$ cat src/rtl/uart_receptor.sv
// uart_receptor -- 8N1 UART receiver feeding the instruction handler.
//
// Each received byte is split into a 4-bit instruction code (upper nibble)
// and a 4-bit data value (lower nibble). Both are held until the next good
// frame or until the handler's clear output rises.
//
// Ports
//   clock       in   system clock, all logic on posedge
//   reset_n     in   synchronous active-low reset
//   rx          in   asynchronous serial line, idle high, LSB first
//   clear       in   rising edge zeroes instrucao/dado
//   instrucao   out  held instruction code (byte[7:4])
//   dado        out  held data value (byte[3:0])
//   valido      out  1-cycle pulse, new instrucao/dado loaded this cycle
//   erro_frame  out  1-cycle pulse, stop bit was low and the byte was dropped
//   ocupado     out  high whenever the receiver is not idle
module uart_receptor #(
  parameter int CLKS_PER_BIT = 434  // clock cycles per serial bit, >= 4 and even
) (
  input  logic       clock,
  input  logic       reset_n,
  input  logic       rx,
  input  logic       clear,
  output logic [3:0] instrucao,
  output logic [3:0] dado,
  output logic       valido,
  output logic       erro_frame,
  output logic       ocupado
);

  localparam int CNT_W = $clog2(CLKS_PER_BIT);
  localparam logic [CNT_W-1:0] HALF_LAST = CNT_W'(CLKS_PER_BIT / 2 - 1);
  localparam logic [CNT_W-1:0] BIT_LAST  = CNT_W'(CLKS_PER_BIT - 1);

  typedef enum logic [2:0] {
    OCIOSO,  // idle, waiting for a start-bit falling edge
    INICIO,  // confirming the start bit at its centre
    DADOS,   // sampling the 8 data bits
    PARADA,  // sampling the stop bit
    ESPERA   // stop bit was low: wait for the line to return high
  } estado_t;

  estado_t          estado, estado_prox;
  logic             rx_meta, rx_s;
  logic [CNT_W-1:0] cnt;
  logic [2:0]       idx;
  logic [7:0]       shift;
  logic             clear_d;
  logic             clear_edge;
  logic             zera_cnt;   // restart the bit-period counter
  logic             amostra;    // capture rx_s into shift[idx]
  logic             carrega;    // frame complete and good
  logic             falha;      // frame complete with a low stop bit

  // Two-flop synchroniser; idle level is high so a reset cannot fake a start.
  // NOTE: sequential state always uses non-blocking assignments so every flop
  // samples the pre-edge value of its neighbours, whatever the statement order.
  always_ff @(posedge clock) begin
    if (!reset_n) begin
      rx_meta <= 1'b1;
      rx_s    <= 1'b1;
    end else begin
      rx_meta <= rx;
      rx_s    <= rx_meta;
    end
  end

  always_ff @(posedge clock) begin
    if (!reset_n) estado <= OCIOSO;
    else          estado <= estado_prox;
  end

  // Next-state and per-cycle control strobes.
  // NOTE: every signal written here gets a default first, so no path through
  // the case statement can leave one unassigned and infer a latch.
  always_comb begin
    estado_prox = estado;
    zera_cnt    = 1'b0;
    amostra     = 1'b0;
    carrega     = 1'b0;
    falha       = 1'b0;
    unique case (estado)
      OCIOSO: begin
        if (!rx_s) begin
          estado_prox = INICIO;
          zera_cnt    = 1'b1;
        end
      end
      INICIO: begin
        // Half a bit in: a still-low line is a real start bit, else a glitch.
        if (cnt == HALF_LAST) begin
          zera_cnt    = 1'b1;
          estado_prox = rx_s ? OCIOSO : DADOS;
        end
      end
      DADOS: begin
        if (cnt == BIT_LAST) begin
          zera_cnt = 1'b1;
          amostra  = 1'b1;
          if (idx == 3'd7) estado_prox = PARADA;
        end
      end
      PARADA: begin
        // Return to idle at mid-stop-bit so a back-to-back start is not missed.
        if (cnt == BIT_LAST) begin
          zera_cnt = 1'b1;
          if (rx_s) begin
            carrega     = 1'b1;
            estado_prox = OCIOSO;
          end else begin
            falha       = 1'b1;
            estado_prox = ESPERA;
          end
        end
      end
      ESPERA: begin
        if (rx_s) begin
          zera_cnt    = 1'b1;
          estado_prox = OCIOSO;
        end
      end
      default: begin
        estado_prox = OCIOSO;
        zera_cnt    = 1'b1;
      end
    endcase
  end

  // Bit-period counter: restarted on every transition and held at zero in the
  // states that do not time anything, so it can never wrap.
  always_ff @(posedge clock) begin
    if (!reset_n) begin
      cnt <= '0;
    end else if (zera_cnt || estado == OCIOSO || estado == ESPERA) begin
      cnt <= '0;
    end else begin
      cnt <= cnt + 1'b1;
    end
  end

  // Bit index is parked at zero outside DADOS, so each frame starts at bit 0.
  always_ff @(posedge clock) begin
    if (!reset_n) begin
      idx <= '0;
    end else if (estado != DADOS) begin
      idx <= '0;
    end else if (amostra) begin
      idx <= idx + 1'b1;
    end
  end

  // NOTE: the shift register is pure datapath with no reset; all eight bits
  // are rewritten by every frame before carrega can copy them out.
  always_ff @(posedge clock) begin
    if (amostra) shift[idx] <= rx_s;
  end

  assign clear_edge = clear & ~clear_d;

  // Held fields and status pulses. A completing frame has priority over a
  // coincident clear edge.
  always_ff @(posedge clock) begin
    if (!reset_n) begin
      clear_d    <= 1'b0;
      instrucao  <= '0;
      dado       <= '0;
      valido     <= 1'b0;
      erro_frame <= 1'b0;
    end else begin
      clear_d    <= clear;
      valido     <= carrega;
      erro_frame <= falha;
      if (carrega) begin
        instrucao <= shift[7:4];
        dado      <= shift[3:0];
      end else if (clear_edge) begin
        instrucao <= '0;
        dado      <= '0;
      end
    end
  end

  assign ocupado = (estado != OCIOSO);

endmodule

$ cat config.mk
export PLATFORM = sky130hd
export DESIGN_NAME = uart_receptor
export DESIGN_NICKNAME = d
export VERILOG_FILES = /design/src/rtl/uart_receptor.sv
export SDC_FILE = /design/constraint.sdc
export NUM_CORES = 1
export LEC_CHECK = 0
export ABC_AREA = 0
export CAP_MARGIN = 40
export CELL_PAD_IN_SITES_DETAIL_PLACEMENT = 2
export CELL_PAD_IN_SITES_GLOBAL_PLACEMENT = 2
export CORE_ASPECT_RATIO = 1.75
export CORE_UTILIZATION = 39
export DETAILED_ROUTE_END_ITERATION = 8
export PLACE_DENSITY_LB_ADDON = 0.1
export SLEW_MARGIN = 25
export SYNTH_ARGS = -nofsm -noshare
export SYNTH_HDL_FRONTEND = slang
export SYNTH_SLANG_ARGS = --single-unit
$ cat constraint.sdc
create_clock -name clock -period 4.32 [get_ports clock]
set_input_delay 1.08 -clock clock [delete_from_list [all_inputs] [get_ports clock]]
set_output_delay 1.08 -clock clock [all_outputs]
set_load 0.02 [all_outputs]
* After elaboration in Yosys (flattened, before gate mapping) *
Index checks and enable logic that the tools add are counted.

cells by class
  $add $sub $neg = 2
  eq/ne operators = 14
  bitwise operators = 3
  reduce and logical (&&, ||, !) cells = 11
  mux-type cells = 23
  $lt $le $gt $ge = 2

operators by type and width
  kind                 number
  $mux 3               7
  $pmux 3 s5           1
  $mux 4               3
  $ne 2x2->1 const B   6
  $add 9x1->9 const B  1
  $eq 9x8->1 const B   1
  $eq 9x9->1 const B   1
  $bwmux 8             1
  $mux 1               8
  $eq 3x2->1 const B   2
  $eq 3x3->1 const B   2
  $reduce_and 6->1     1
  $reduce_or 2->1      3
  $lt 3x4->1 const B   1
  $pmux 1 s4           1
  $add 3x1->3 const B  1
  $demux 1 s3          1
  $eq 3x1->1 const B   1
  $ge 3x1->1 const B   1
  $logic_not 3->1      1
  $ne 3x2->1 const B   1
  $reduce_and 3->1     1
  $reduce_bool 3->1    1
  $logic_or 1x1->1     2
  other kinds (5)      6

storage, ports and cells
  output and inout bits = 11
  word-level logic and storage cells = 66
  bits of input ports = 4
  flip-flop bits (word level) = 36

* Depth between registers and ports, before layout *
Gate-level depths: netlist (run 1).

  word-level depth = 6
  depth in mapped cells = 7

* Worst setup path before layout (run 1) *
No wires, ideal clock.

  kind = register to output
  start = reg estado[0]
  end = out ocupado
  setup slack = 2262 ps
  buffers on the path = 1
  arrival time = 978 ps
  cell stages (with the launch flop) = 3
  path through = dfxtp_1 -> clkbuf_1 -> or3_1

between the ends
  longest elaborated chain between the ends = 1

RTL lines
  element                   RTL line  RTL
  start: declaration        43        estado_t estado, estado_prox;
  start signal: assignment  70        else estado <= estado_prox;
  $reduce_bool 3->1         183       assign ocupado = (estado != OCIOSO);
  end: declaration          28        output logic ocupado

Every way passes these cells.

* Final worst setup path (run 1) *
Same ends and word-level chain as after synthesis.

==> impl_metrics.py, run 1 <==
metrics = {
    "grt": {
        "grt_pass1_vias": 1271,
        "grt_pass1_wl_um": 6620,
        "track_usage": 0.225,
        "antenna_found_initial": 0,
        "grt_max_degree": 16,
        "gr-total-overflow": 0,
    },
    "drt": {
        "drc": 0,
        "first_pass_iters": 4,
        "via_per_inst": 5.50,
        "routed_wl_um": 4100,
        "wire_per_inst_um": 20.2,
        "ant_nets": 0,
        "drt_iter0_markers": 21,
        "num_vias": 1117,
    },
    "yosys": {
        "synth_cell_type_count": 39,
        "async_reset_ff_frac": 0,
        "ys.flop_type": "dfxtp_1",
        "ys_seq_area_frac": 0.533,
        "ys.warnings.count": 0,
        "netlist_area_mm2": 0.00150,
        "synth_edf_count": 8,
        "synth_fp_nets": 148,
        "netlist_instances": 139,
        "syn_avg_cell_area_um2": 10.8,
        "synth-seq-cells": 36,
    },
    "sta": {
        "period_needed_ns": 2.82,
        "max_freq_mhz": 355,
        "slew_headroom": 0.618,
        "final-setup-viol-count": 0,
        "final.period_utilization": 0.652,
        "finalHoldViolCount": 0,
        "drv_slew": 0,
        "fin_setup_tns_ns": 0,
        "rsz0062_at_grt": "no",
        "clock_skew_ns": 0.0107,
        "worst_pin_slew_ns": 0.573,
    },
    "clock_network": {
        "h-tree-depth": 2,
        "postCtsSetupBuffers": 0,
        "path_clk_slew_ns": 0.08,
        "clock-sinks": 36,
        "cts_tree": "done",
        "cts_inserted_buffers": 5,
        "cts_resized": 0,
        "insertion_delay_ns": 0.29,
        "cts-root-buf": "clkbuf_8",
        "holdBufCountCts": 0,
        "cts_buffer_depth": 2,
    },
    "die": {
        "core_mm2": 0.00366,
        "fp-row-count": 29,
        "die_area_mm2": 0.00411,
        "io_pins": 15,
        "initial_core_util": 0.410,
        "chipHeight_um": 84.1,
        "die_w_um": 48.9,
    },
    "power_and_ir_drop": {
        "p_total_uw": 659,
        "vdd_drop_max_v": 0.000207,
        "power_frac_comb": 0.027,
        "p_switching_uw": 134,
        "switching_share": 0.204,
        "power.density_mw_per_mm2": 372,
        "p_int_uw": 524,
        "power.leakage_nw": 0.586,
        "p_seq_frac": 0.531,
        "power.share.clock": 0.442,
    },
    "setup_path": {
        "cp.arrival_ns": 1.74,
        "endpoint_kind": "output port",
        "cp_cell_sequence": "or3_1, clkdlybuf4s50_1",
        "max_stage_delay_ns": 0.66,
        "cp_slowest_cell": "dfxtp_1",
        "path_class": "reg2out",
        "path_max_fanout": 15,
        "required_ns": 3.24,
        "critPathLaunchType": "register",
        "reg2reg_depth": 5,
    },
    "job": {
        "cap_violations": 0,
    },
    "place": {
        "portBuffers": 14,
        "gp_congestion": 0.712,
        "dpl.hpwl_um": 2890,
    },
    "finish": {
        "syn2layout_area_growth_pct": 18.0,
        "antenna_cells": 0,
        "drive_gt1_frac": 0.0828,
        "layout.nets": 165,
        "post-route-util": 0.484,
    },
    "run_status": {
        "status": "finished, final reports clean",
    },
    "hold_path": {
        "min_path_type": "reg2reg",
        "hold_depth": 1,
    },
}
==> per-stage QoR <==
step,setup slack (ns),std cells,instance area (um2),hold slack [ns]
after floorplan,2.26,139,1500,0.386
after global placement,1.85,195,1670,0.400
after detailed placement,1.75,195,1670,0.425
after CTS,1.50,203,1770,0.451
after global routing,1.42,203,1770,0.466
final,1.50,203,1770,0.434
==> cells by family after synthesis <==
family | Yosys count | share of synthesized area
buf+inv | 9 | 0.0358
compound gates | 19 | 0.117
simple gates | 60 | 0.212
flops | 36 | 0.533
xor+xnor | 8 | 0.0466
fa+ha+maj | 5 | 0.0416
mux | 2 | 0.0133
==> sequential cells by signal (all words and copies together) (netlist names) <==
name	flops
dado	4
cnt	9
erro_frame	1
rx_s	1
shift	8
valido	1
rx_meta	1
estado	3
clear_d	1
idx	3
instrucao	4
==> synthesized netlist by cell type, types with 2 or more instances <==
master    number  area share
xnor2_1        6       0.035
nor4b_1        2       0.012
inv_1          5       0.012
edfxtp_1       8        0.16
nand2b_1       4       0.017
mux2i_1        2       0.013
xor2_1         2       0.012
nor4_1         2      0.0083
nor2_1        22       0.055
dfxtp_1       28        0.37
nand3b_1       2       0.010
nand3_1        6       0.020
o21a_1         2       0.010
a22o_1         8       0.047
nor3_1         7       0.023
ha_1           5       0.042
nand2_1        6       0.015
==> power groups by stage <==
stage / Combinational (mW) / Clock (mW) / Sequential [mW]
detailed placement: 0.0175 / 0 / 0.357
global placement: 0.0163 / 0 / 0.357
finish: 0.0177 / 0.291 / 0.350
CTS: 0.0177 / 0.299 / 0.350
global route: 0.0191 / 0.312 / 0.350
floorplan: 0.0111 / 0 / 0.355
==> cell type report <==
cell class                      instances  area (um2)
Fill cell                             387        1890
Sequential cell                        36         801
Multi-Input combinational cell         94         648
Timing Repair Buffer                   14         140
Clock buffer                            6        72.6
Tap cell                               46        57.6
Clock inverter                          2        35.0
Inverter                                5        18.8
==> cells in the final DEF (no fill, tap or decap), drive strengths merged, types with 2 or more instances in the layout <==
cell / instances
ha: 5
xor2: 2
nand2: 6
inv: 5
dfxtp: 28
a22o: 8
nand3b: 2
xnor2: 6
a41oi: 2
nor3: 7
nor2: 23
clkbuf: 6
nand3: 6
edfxtp: 8
clkdlybuf4s50: 14
nand2b: 4
o21a: 2
nor4b: 2
nor4: 2
mux2i: 2
==> worst paths after layout <==
kind                                 from        to  slack [ns]
worst max-delay path            estado[0]   ocupado        1.50
worst min-delay path              rx_meta      rx_s        0.43
worst max register to register     cnt[0]  shift[4]        2.21
worst min register to register    rx_meta      rx_s        0.43
==> worst max-delay path, delay by kind of cell (launching register included) <==
family	cells	cell delay, ns
and+or+nand+nor	1	0.19
buffers and inverters	1	0.59
DFF	1	0.66
==> layer usage <==
layer	track usage	part of all wire	up-vias
li1	-	-	523
met1	0.192	0.33	560
met2	0.460	0.61	23
met3	0.0565	0.029	11
met4	0.102	0.027	0
met5	0	0	-
Note: power is estimated with default switching activity, not from simulation.
==> run 2, diff against run 1 <==
--- a/config.mk
+++ b/config.mk
@@ -10,7 +10,7 @@
 export CELL_PAD_IN_SITES_DETAIL_PLACEMENT = 2
 export CELL_PAD_IN_SITES_GLOBAL_PLACEMENT = 2
 export CORE_ASPECT_RATIO = 1.75
-export CORE_UTILIZATION = 39
+export CORE_UTILIZATION = 32
 export DETAILED_ROUTE_END_ITERATION = 8
 export PLACE_DENSITY_LB_ADDON = 0.1
 export SLEW_MARGIN = 25
==> constraint.sdc (replaced) <==
create_clock -name clock -period 2.3 [get_ports clock]
set_input_delay 0.575 -clock clock [delete_from_list [all_inputs] [get_ports clock]]
set_output_delay 0.575 -clock clock [all_outputs]
set_load 0.02 [all_outputs]
==> impl_metrics.py, run 2 (synthesis gave the netlist of run 1 again) <==
metrics = {
    "finish": {
        "syn2layout_area_growth_pct": 19.7,
        "drive_gt1_frac": 0.101,
        "antenna_cells": 0,
        "post-route-util": 0.405,
        "regMostFlops": "cnt",
        "layout_common_cells": "dfxtp_1, nor2_1, clkdlybuf4s50_1, a22o_1, edfxtp_1",
        "layout.nets": 167,
        "fillers": 483,
        "reg.largest.list": "cnt: 9 flops, shift: 8 flops",
        "final_common_cell": "dfxtp_1",
        "largest_reg_flops": 9,
    },
    "clock_network": {
        "insertion_delay_ns": 0.29,
        "holdBufCountCts": 0,
        "h-tree-depth": 2,
        "cts-root-buf": "clkbuf_8",
        "cts_buffer_depth": 2,
        "path_clk_slew_ns": 0.07,
        "cts_tree": "done",
        "clock-sinks": 36,
        "cts_inserted_buffers": 5,
        "cts_resized": 0,
        "postCtsSetupBuffers": 0,
    },
    "power_and_ir_drop": {
        "p_int_uw": 985,
        "power.leakage_nw": 0.596,
        "switching_share": 0.208,
        "p_switching_uw": 259,
        "power.share.clock": 0.446,
        "power_frac_comb": 0.030,
        "power.density_mw_per_mm2": 692,
        "vdd_drop_max_v": 0.000331,
        "p_seq_frac": 0.525,
    },
    "sta": {
        "slew_headroom": 0.635,
        "final.period_utilization": 0.935,
        "rsz0062_at_grt": "no",
        "setup_ws_ns": 0.150,
        "finalHoldViolCount": 0,
        "final-setup-viol-count": 0,
        "clock_skew_ns": 0.00351,
        "period_needed_ns": 2.15,
        "fin_setup_tns_ns": 0,
        "worst_pin_slew_ns": 0.547,
        "max_freq_mhz": 465,
        "drv_slew": 0,
    },
    "run_status": {
        "status": "finished, final reports clean",
    },
    "grt": {
        "grt_max_degree": 15,
        "gr-total-overflow": 0,
        "track_usage": 0.170,
        "antenna_found_initial": 0,
        "grt_pass1_vias": 1224,
        "grt_pass1_wl_um": 5840,
    },
    "hold_path": {
        "min_path_type": "reg2reg",
        "hold_end": "rx_s",
        "hp-start": "rx_meta",
        "hold_depth": 1,
    },
    "setup_path": {
        "cp_cell_sequence": "or3_1, clkdlybuf4s50_1",
        "critPathLaunchType": "register",
        "crit_start": "estado[2]",
        "rrSetupSlack_ns": 0.44,
        "timing.rr.end": "shift[4]",
        "reg2reg_depth": 5,
        "required_ns": 1.73,
        "path_max_fanout": 6,
        "max_stage_delay_ns": 0.55,
        "cp_slowest_cell": "clkdlybuf4s50_1",
        "path_class": "reg2out",
        "cp.arrival_ns": 1.57,
        "rr_startpoint": "cnt[0]",
        "endpoint_kind": "output port",
    },
    "die": {
        "die_w_um": 53.8,
        "die_area_mm2": 0.00498,
        "io_pins": 15,
        "fp-row-count": 32,
        "chipHeight_um": 92.7,
        "initial_core_util": 0.338,
        "core_mm2": 0.00444,
    },
    "drt": {
        "first_pass_iters": 3,
        "drc": 0,
        "drt_iter0_markers": 14,
        "ant_nets": 0,
        "wire_per_inst_um": 16.8,
        "via_per_inst": 5.26,
        "routed_wl_um": 3520,
        "num_vias": 1105,
    },
    "place": {
        "dpl.hpwl_um": 2770,
        "gp_congestion": 0.716,
        "portBuffers": 14,
        "dp_slack_ns": 0.263,
    },
    "job": {
        "cap_violations": 0,
    },
}
-- run 2: final cells by class --
| class | instances | area [um2] | share of cell area |
|---|---|---|---|
| timing repair buffer | 16 | 155 | 0.0863 |
| inverter | 5 | 18.8 | 0.0104 |
| clock buffer | 5 | 68.8 | 0.0383 |
| clock inverter | 3 | 42.5 | 0.0237 |
| multi-input combinational | 94 | 648 | 0.360 |
| sequential | 36 | 801 | 0.445 |
| tap | 51 | 63.8 | 0.0355 |
-- run 2: per-layer routing --
| metal | GRT usage | up-vias | share of wire |
|---|---|---|---|
| li1 | - | 533 | - |
| met1 | 0.139 | 554 | 0.34 |
| met2 | 0.340 | 13 | 0.62 |
| met3 | 0.0443 | 5 | 0.022 |
| met4 | 0.0746 | 0 | 0.019 |
| met5 | 0 | - | 0 |
-- run 2: worst max-delay path by stage --
stage,depth (start not counted),to,slack (ns)
4_1_cts,2,ocupado,0.12
5_1_grt,2,ocupado,0.1
2_1_floorplan,6,shift[4],0.64
6_report,2,ocupado,0.15
3_3_place_gp,4,dado[2],0.36
3_5_place_dp,4,instrucao[0],0.26
-- run 2: through the flow --
step	area (um2)	cells	hold slack [ns]	total power [mW]
5_1_grt	1800	210	0.428	1.29
3_5_place_dp	1690	202	0.398	0.706
4_1_cts	1800	210	0.421	1.26
6_report	1800	210	0.414	1.24
2_1_floorplan	1500	139	0.386	0.688
3_3_place_gp	1690	202	0.400	0.703
-- run 2: critical path, delay by kind of cell, from the launching register on --
family | cells | cell delay [ns]
buf+inv | 1 | 0.55
simple gates | 1 | 0.39
flops | 1 | 0.36
-- run 2: power by group through the flow --
stage	sequential (mW)	combinational [mW]	clock [mW]
floorplan	0.667	0.0208	0
global placement	0.667	0.0361	0
detailed placement	0.668	0.0383	0
CTS	0.653	0.0383	0.573
global route	0.653	0.0413	0.593
finish	0.653	0.0371	0.554
==> run 3, diff against run 2 <==
--- a/config.mk
+++ b/config.mk
@@ -9,10 +9,11 @@
 export CAP_MARGIN = 40
 export CELL_PAD_IN_SITES_DETAIL_PLACEMENT = 2
 export CELL_PAD_IN_SITES_GLOBAL_PLACEMENT = 2
-export CORE_ASPECT_RATIO = 1.75
+export CORE_ASPECT_RATIO = 0.7
 export CORE_UTILIZATION = 32
 export DETAILED_ROUTE_END_ITERATION = 8
 export PLACE_DENSITY_LB_ADDON = 0.1
+export REMOVE_ABC_BUFFERS = 1
 export SLEW_MARGIN = 25
 export SYNTH_ARGS = -nofsm -noshare
 export SYNTH_HDL_FRONTEND = slang
==> impl_metrics.py, run 3 (synthesis gave the netlist of run 1 again) <==
metrics = {
    "clock_network": {
        "path_clk_slew_ns": 0.08,
        "cts-root-buf": "clkbuf_8",
        "cts_inserted_buffers": 5,
        "cts_resized": 0,
        "cts_tree": "done",
        "holdBufCountCts": 0,
        "insertion_delay_ns": 0.29,
        "cts_buffer_depth": 2,
        "postCtsSetupBuffers": 0,
        "h-tree-depth": 2,
        "clock-sinks": 36,
    },
    "setup_path": {
        "path_class": "reg2out",
        "critPathLaunchType": "register",
        "path_max_fanout": 6,
        "required_ns": 1.73,
        "cp.arrival_ns": 1.60,
        "endpoint_kind": "output port",
    },
    "die": {
        "fp-row-count": 20,
        "initial_core_util": 0.339,
        "core_mm2": 0.00443,
        "chipHeight_um": 59.3,
        "die_area_mm2": 0.00498,
        "die_w_um": 83.9,
        "io_pins": 15,
    },
    "drt": {
        "via_per_inst": 5.16,
        "drt_iter0_markers": 20,
        "routed_wl_um": 3490,
        "drc": 2,
        "num_vias": 1099,
        "first_pass_iters": 6,
        "wire_per_inst_um": 16.4,
        "ant_nets": 0,
    },
    "sta": {
        "drv_slew": 0,
        "finalHoldViolCount": 0,
        "slew_headroom": 0.656,
        "clock_skew_ns": 0.0101,
        "final-setup-viol-count": 0,
        "final.period_utilization": 0.947,
        "max_freq_mhz": 459,
        "rsz0062_at_grt": "no",
        "worst_pin_slew_ns": 0.515,
        "period_needed_ns": 2.18,
        "fin_setup_tns_ns": 0,
    },
    "power_and_ir_drop": {
        "power_frac_comb": 0.030,
        "power.density_mw_per_mm2": 694,
        "switching_share": 0.206,
        "p_switching_uw": 257,
        "vdd_drop_max_v": 0.000287,
        "p_seq_frac": 0.525,
        "p_int_uw": 986,
        "power.leakage_nw": 0.591,
        "power.share.clock": 0.445,
    },
    "finish": {
        "final_common_cell": "dfxtp_1",
        "syn2layout_area_growth_pct": 19.2,
        "layout.cells.non_filler": 213,
        "regMostFlops": "cnt",
        "reg.largest.list": "cnt: 9 flops, shift: 8 flops",
        "layout.nets": 166,
        "largest_reg_flops": 9,
        "antenna_cells": 0,
        "layout_common_cells": "dfxtp_1, nor2_1, clkdlybuf4s50_1, a22o_1, edfxtp_1",
        "drive_gt1_frac": 0.0886,
    },
    "grt": {
        "antenna_found_initial": 0,
        "grt_max_degree": 15,
        "gr-total-overflow": 0,
        "track_usage": 0.159,
        "grt_pass1_wl_um": 5780,
        "grt_pass1_vias": 1106,
    },
    "place": {
        "dpl.hpwl_um": 2520,
        "portBuffers": 14,
        "gp_congestion": 0.751,
        "place_inst": 205,
    },
    "run_status": {
        "status": "finished with violations",
        "violations": "DRC",
    },
    "job": {
        "cap_violations": 0,
    },
    "hold_path": {
        "min_path_type": "reg2reg",
    },
}
-- run 3: power by group through the flow --
| stage | Sequential (mW) | Combinational (mW) | Clock (mW) |
|---|---|---|---|
| 4_1_cts | 0.652 | 0.0379 | 0.575 |
| 3_3_place_gp | 0.667 | 0.0361 | 0 |
| 6_report | 0.653 | 0.0375 | 0.553 |
| 5_1_grt | 0.653 | 0.0410 | 0.602 |
| 3_5_place_dp | 0.667 | 0.0375 | 0 |
| 2_1_floorplan | 0.668 | 0.0187 | 0 |
-- run 3: metrics by stage --
step / hold WS (ns) / area [um2] / worst slack (ns) / power [mW] / util
after floorplan: 0.386 / 1470 / 0.687 / 0.687 / -
after global placement: 0.391 / 1680 / 0.324 / 0.703 / 0.380
after detailed placement: 0.415 / 1680 / 0.219 / 0.705 / 0.380
after CTS: 0.423 / 1790 / 0.110 / 1.27 / 0.405
after global routing: 0.448 / 1790 / 0.0676 / 1.30 / 0.405
final: 0.410 / 1790 / 0.123 / 1.24 / 0.405
-- run 3: final cells by class --
type | count | area, um2
Fill cell | 472 | 2640
Sequential cell | 36 | 801
Multi-Input combinational cell | 94 | 648
Timing Repair Buffer | 15 | 148
Clock buffer | 6 | 72.6
Tap cell | 55 | 68.8
Clock inverter | 2 | 35.0
Inverter | 5 | 18.8
-- run 3: final timing paths --
path                  start        to  slack, ns  cells past startpoint
setup / recovery  estado[2]   ocupado       0.12                      2
hold / removal      rx_meta      rx_s       0.41                      1
setup reg to reg     cnt[0]  shift[4]       0.40                      5
hold reg to reg     rx_meta      rx_s       0.41                      1
-- run 3: worst max-delay path: stages (launching register included) --
cell,delay (ns)
dfxtp_1,0.37
or3_1,0.39
clkdlybuf4s50_1,0.55
-- run 3: per-layer routing --
metal  up-vias  global-route usage  share of wire
met3         7              0.0543          0.036
met1       545               0.211           0.53
met2        18               0.237           0.42
met5         -                   0              0
met4         0              0.0739          0.015
li1        529                   -              -
